[config.mk]
export PLATFORM = sky130hd
export DESIGN_NAME = fifo_bus_sel_arbiter
export DESIGN_NICKNAME = d
export VERILOG_FILES = /design/src/rtl/fifo_bus_sel_arbiter.sv
export SDC_FILE = /design/constraint.sdc
export NUM_CORES = 1
export LEC_CHECK = 0
export ABC_CLOCK_PERIOD_IN_PS = 7400
export CORE_ASPECT_RATIO = 1.25
export CORE_UTILIZATION = 45
export CTS_CLUSTER_SIZE = 16
export DETAILED_ROUTE_END_ITERATION = 6
export MAX_ROUTING_LAYER = met4
export PLACE_DENSITY = 0.87
export RECOVER_POWER = 100
export SLEW_MARGIN = 20
export SYNTH_ARGS = -nofsm -noshare
export SYNTH_HDL_FRONTEND = slang
export SYNTH_SLANG_ARGS = --single-unit
[constraint.sdc]
create_clock -name clk -period 7.4 [get_ports clk]
set_input_delay 0.74 -clock clk [delete_from_list [all_inputs] [get_ports clk]]
set_output_delay 0.74 -clock clk [all_outputs]
set_load 0.01 [all_outputs]
[src/rtl/fifo_bus_sel_arbiter.sv]
// Per-FIFO arbiter for the bus_sel interconnect: round-robin grant held for a
// whole packet, with a registered write mux into the FIFO.
module fifo_bus_sel_arbiter #(
  parameter int PORT_NUM = 10,
  parameter int DATA_W   = 8,
  parameter int ID_W     = 4,
  parameter int TIMEOUT  = 255
) (
  input  logic                       clk,
  input  logic                       rst_n,
  input  logic [PORT_NUM-1:0]        bus_sel,
  input  logic [PORT_NUM-1:0]        fd_valid,
  input  logic [PORT_NUM-1:0]        fd_eop,
  input  logic [PORT_NUM*DATA_W-1:0] fd_data,
  input  logic                       fifo_afull,
  output logic [PORT_NUM-1:0]        fd_ready,
  output logic [PORT_NUM-1:0]        grant,
  output logic [ID_W-1:0]            grant_id,
  output logic                       fifo_wr,
  output logic [DATA_W-1:0]          fifo_wdata,
  output logic                       timeout_pulse
);

  localparam int CNT_W = (TIMEOUT > 0) ? $clog2(TIMEOUT + 1) : 1;

  typedef enum logic {IDLE, BUSY} state_e;

  state_e              state_q, state_d;
  logic [PORT_NUM-1:0] grant_q, grant_d;
  logic [ID_W-1:0]     gid_q, gid_d;
  logic [ID_W-1:0]     rr_q, rr_d;
  logic [CNT_W-1:0]    cnt_q, cnt_d;
  logic                wr_q, wr_d;
  logic [DATA_W-1:0]   wdata_q, wdata_d;
  logic                to_q, to_d;

  logic                sel_bus, sel_valid, sel_eop;
  logic [DATA_W-1:0]   sel_data;
  logic [ID_W-1:0]     lo_id, hi_id, win_id;
  logic                hi_found;
  logic                xfer, timeout_hit, release_c;

  always_comb begin
    sel_bus   = 1'b0;
    sel_valid = 1'b0;
    sel_eop   = 1'b0;
    sel_data  = '0;
    for (int i = 0; i < PORT_NUM; i++) begin
      if (gid_q == ID_W'(i)) begin
        sel_bus   = bus_sel[i];
        sel_valid = fd_valid[i];
        sel_eop   = fd_eop[i];
        sel_data  = fd_data[i*DATA_W +: DATA_W];
      end
    end
  end

  // Lowest requester above rr_q wins; if none, wrap to the lowest requester.
  always_comb begin
    lo_id    = '0;
    hi_id    = '0;
    hi_found = 1'b0;
    for (int i = PORT_NUM - 1; i >= 0; i--) begin
      if (bus_sel[i]) begin
        lo_id = ID_W'(i);
      end
      if (bus_sel[i] && (ID_W'(i) > rr_q)) begin
        hi_id    = ID_W'(i);
        hi_found = 1'b1;
      end
    end
  end

  assign win_id = hi_found ? hi_id : lo_id;

  assign fd_ready    = grant_q & {PORT_NUM{~fifo_afull}};
  assign xfer        = (state_q == BUSY) && sel_valid && !fifo_afull;
  // Fires on the edge where the stall count would reach TIMEOUT, so it can never
  // coincide with a transfer.
  assign timeout_hit = (TIMEOUT != 0) && (state_q == BUSY) && !xfer &&
                       ((int'(cnt_q) + 1) >= TIMEOUT);
  assign release_c   = (xfer && sel_eop) || timeout_hit || (!sel_bus && !xfer);

  always_comb begin
    state_d = state_q;
    grant_d = grant_q;
    gid_d   = gid_q;
    rr_d    = rr_q;
    cnt_d   = cnt_q;
    to_d    = 1'b0;
    wr_d    = xfer;
    wdata_d = xfer ? sel_data : wdata_q;
    case (state_q)
      IDLE: begin
        if (|bus_sel) begin
          state_d = BUSY;
          gid_d   = win_id;
          cnt_d   = '0;
          for (int j = 0; j < PORT_NUM; j++) begin
            grant_d[j] = (win_id == ID_W'(j));
          end
        end
      end
      BUSY: begin
        if (xfer) begin
          cnt_d = '0;
        end else if (int'(cnt_q) < TIMEOUT) begin
          cnt_d = cnt_q + 1'b1;
        end
        if (release_c) begin
          state_d = IDLE;
          grant_d = '0;
          rr_d    = gid_q;
          to_d    = timeout_hit;
        end
      end
      default: state_d = IDLE;
    endcase
  end

  always_ff @(posedge clk or negedge rst_n) begin
    if (!rst_n) begin
      state_q <= IDLE;
      grant_q <= '0;
      gid_q   <= '0;
      rr_q    <= ID_W'(PORT_NUM - 1);
      cnt_q   <= '0;
      wr_q    <= 1'b0;
      wdata_q <= '0;
      to_q    <= 1'b0;
    end else begin
      state_q <= state_d;
      grant_q <= grant_d;
      gid_q   <= gid_d;
      rr_q    <= rr_d;
      cnt_q   <= cnt_d;
      wr_q    <= wr_d;
      wdata_q <= wdata_d;
      to_q    <= to_d;
    end
  end

  assign grant         = grant_q;
  assign grant_id      = gid_q;
  assign fifo_wr       = wr_q;
  assign fifo_wdata    = wdata_q;
  assign timeout_pulse = to_q;

endmodule

==> impl_metrics.py <==
metrics = {
    "synth": {
        "synth_cell_type_count": 65,
        "ys_warn_count": 0,
        "ys_ff_latch": 37,
        "synth_edf_count": 0,
        "yosys.area.top_type": "dfrtp_1",
        "syn_nets": 481,
        "syn_avg_cell_area_um2": 8.45,
        "syn-cell-area_um2": 3090,
        "postSynthCellCount": 366,
        "seq_area_frac_synth": 0.300,
        "ys_async_sr_fraction": 1.00,
        "synth_top_area_frac": 0.283,
        "synthFlopType": "dfrtp_1",
        "yosys-top-cells-area": "dfrtp_1 28%, a21oi_1 7.1%, mux2i_1 4.9%",
    },
    "grt": {
        "grt_remaining_overflow": 0,
        "grt_pass1_wl_um": 17200,
        "grt_max_degree": 39,
        "grt.total_usage": 0.311,
        "met2_usage": 0.545,
        "use_met1": 0.356,
        "antenna_found_initial": 0,
        "grt_util_met3": 0.0570,
        "busiest_layer": "met2",
        "grt_pass1_vias": 3412,
    },
    "timing": {
        "layout_worst_path_cycle_share": 0.652,
        "hold_violations": 0,
        "fmax_mhz": 207,
        "rsz0062_at_grt": "no",
        "tightest_slew_ns": 1.92,
        "slew_headroom": -0.278,
        "fin_crit_ns": 4.82,
        "slew_viol_final": 77,
        "fin_skew_ns": 0.00437,
        "setup_violations": 0,
        "tns_ns": 0,
    },
    "floorplanning": {
        "ios": 147,
        "die-area_um2": 7210,
        "start_util": 0.468,
        "die_h_um": 94.7,
        "coreArea_um2": 6610,
        "die_x_um": 76.2,
        "rows": 33,
    },
    "cts": {
        "htreeDepth": 2,
        "post_cts_resize_count": 0,
        "tritoncts": "yes",
        "postCtsHoldBufs": 0,
        "cts_setup_buffers": 0,
        "clk_latency_ns": 0.29,
        "cts_sinks": 37,
        "clock-root-buffer": "clkbuf_8",
        "cts_made_buffers": 5,
        "cts_buffer_depth": 2,
        "clkTransAtPathRegs_ns": 0.08,
    },
    "final_layout": {
        "fillers": 533,
        "regArea_um2": 928,
        "syn_to_final_growth_pct": 49.9,
        "antenna_cells": 0,
        "multi_input_area_um2": 1960,
        "final_cells": 587,
        "drive_above_1_share": 0.0560,
        "finish.net_count": 614,
    },
    "route": {
        "vias": 3607,
        "first_pass_iters": 5,
        "final_antenna_net_count": 0,
        "routed_wl_um": 11000,
        "wl_per_cell_um": 18.8,
        "drt_iter0_markers": 252,
        "via_per_inst": 6.14,
        "drt_drc_violations_left": 0,
    },
    "min_path": {
        "hold_end": "fifo_wdata[4]$_DFFE_PN0P_",
        "worstHoldPathType": "flop to flop",
        "hold_depth": 2,
        "worstHoldStart": "fifo_wdata[4]$_DFFE_PN0P_",
    },
    "placed_design": {
        "place.gp.congestion": 0.937,
        "place.port_buffers": 146,
        "dp_cells": 579,
        "hpwl_um": 8480,
    },
    "power_and_ir_drop": {
        "worst_ir_drop_vdd_v": 0.000251,
        "power_density_nw_per_um2": 352,
        "leakage_uw": 0.00186,
    },
    "critical_path": {
        "cp_max_fo": 38,
        "worstPathArrival_ns": 5.00,
        "reg2reg_depth": 8,
        "critPathKind": "flop to flop",
        "cp.required_ns": 7.58,
        "reg2reg_to": "grant[8]$_DFFE_PN0P_",
        "timing.rr.start": "grant_id[0]$_DFFE_PN0P_",
        "startpoint_type": "flop",
        "ff2ff_setup_slack_ns": 2.58,
        "cp-end-kind": "flop",
    },
    "flow_run": {
        "maxCapViolations": 2,
    },
    "run_status": {
        "outcome": "finished, violations left",
        "violations": "max-capacitance violations, max-slew violations",
    },
}
==> registers in the layout (all words and copies together) (netlist names) <==
signal	count
fifo_wdata	8
rr_q	4
grant	10
grant_id	4
cnt_q	8
state_q	1
fifo_wr	1
timeout_pulse	1
==> layer usage <==
layer / vias to the layer above / wire, um
met4: 0 / 309
met5: - / 0
li1: 1681 / -
met2: 205 / 5440
met1: 1698 / 4340
met3: 23 / 942
==> critical path, stage by stage, from the launching register on <==
cell,delay [ns]
dfrtp_1,0.44
clkbuf_1,1.23
clkinv_1,0.75
a21oi_1,0.32
o32a_1,0.22
o211ai_1,0.26
nand2_1,0.58
o221ai_1,0.52
a22o_1,0.38
==> kinds of logic (layout without fill, tap and decap cells) <==
family | Yosys count | in the layout | share of synthesized area
adders and majority gates | 2 | 2 | 0.00809
buffers and inverters | 33 | 167 | 0.0497
and+or+nand+nor | 120 | 120 | 0.204
muxes | 25 | 25 | 0.0849
xor gates and xnor gates | 1 | 1 | 0.00283
DFF | 37 | 37 | 0.300
AOI/OAI and AO/OA | 148 | 148 | 0.350
==> power breakdown <==
group	internal (uW)	switching, uW	leakage (uW)
registers	281	124	0.000475
clock network	136	72.9	0.0000687
logic	464	555	0.00131
==> cell type report <==
cell class                 instances  share of cell area
sequential                        37               0.200
multi-input combinational        296               0.422
clock buffer                       5              0.0148
timing repair buffer             148               0.315
inverter                          11             0.00890
clock inverter                     3              0.0148
tap                               87              0.0235
==> cells in the final DEF, fill, tap and decap left out, types with 13 or more instances in the layout <==
cell type        synthesis  layout
a21oi_1                 44      44
clkdlybuf4s50_1          0     111
dfrtp_1                 35      35
dlygate4sd3_1            0      34
mux2i_1                 15      15
nand2_1                 29      30
nand3_1                 14      14
nor2_1                  29      29
nor2b_1                 13      13
o21ai_0                 16      16
==> how the worst max path moves through the flow <==
| stage | start | cells past startpoint | to | slack, ns |
|---|---|---|---|---|
| 2_1_floorplan | grant_id[3]$_DFFE_PN0P_ | 8 | rr_q[1]$_DFFE_PN0P_ | 5.01 |
| 5_1_grt | grant_id[0]$_DFFE_PN0P_ | 8 | grant[1]$_DFFE_PN0P_ | 2.21 |
| 3_3_place_gp | grant_id[1]$_DFFE_PN0P_ | 8 | rr_q[1]$_DFFE_PN0P_ | 4.07 |
| 4_1_cts | grant_id[1]$_DFFE_PN0P_ | 8 | rr_q[2]$_DFFE_PN0P_ | 3.94 |
| 6_report | grant_id[0]$_DFFE_PN0P_ | 8 | grant[8]$_DFFE_PN0P_ | 2.58 |
| 3_5_place_dp | grant_id[1]$_DFFE_PN0P_ | 8 | rr_q[1]$_DFFE_PN0P_ | 3.97 |
==> metrics by stage <==
stage          cell area, um2  total power [uW]   util  hold WS (ns)  setup slack [ns]
3_5_place_dp             4560              1480  0.691         0.471              3.97
2_1_floorplan            3090              1130      -         0.444              5.01
6_report                 4640              1630  0.702         0.479              2.58
5_1_grt                  4640              1750  0.702         0.513              2.21
4_1_cts                  4700              1710  0.711         0.489              3.94
3_3_place_gp             4560              1460  0.691         0.468              4.07
==> cells in the mapped netlist (all sizes together) (4+ instances only) <==
master   number
a21oi        44
dfrtp        35
nand2        30
nor2         29
o21ai        16
mux2i        15
nand3        14
nor2b        13
a31oi        12
buf          12
o22ai        12
clkbuf       10
mux2         10
inv           9
o211ai        7
o2bb2ai       7
a222oi        5
nand2b        5
a22o          4
and3          4
nor3          4
Note: power is estimated with default switching activity, not from simulation.
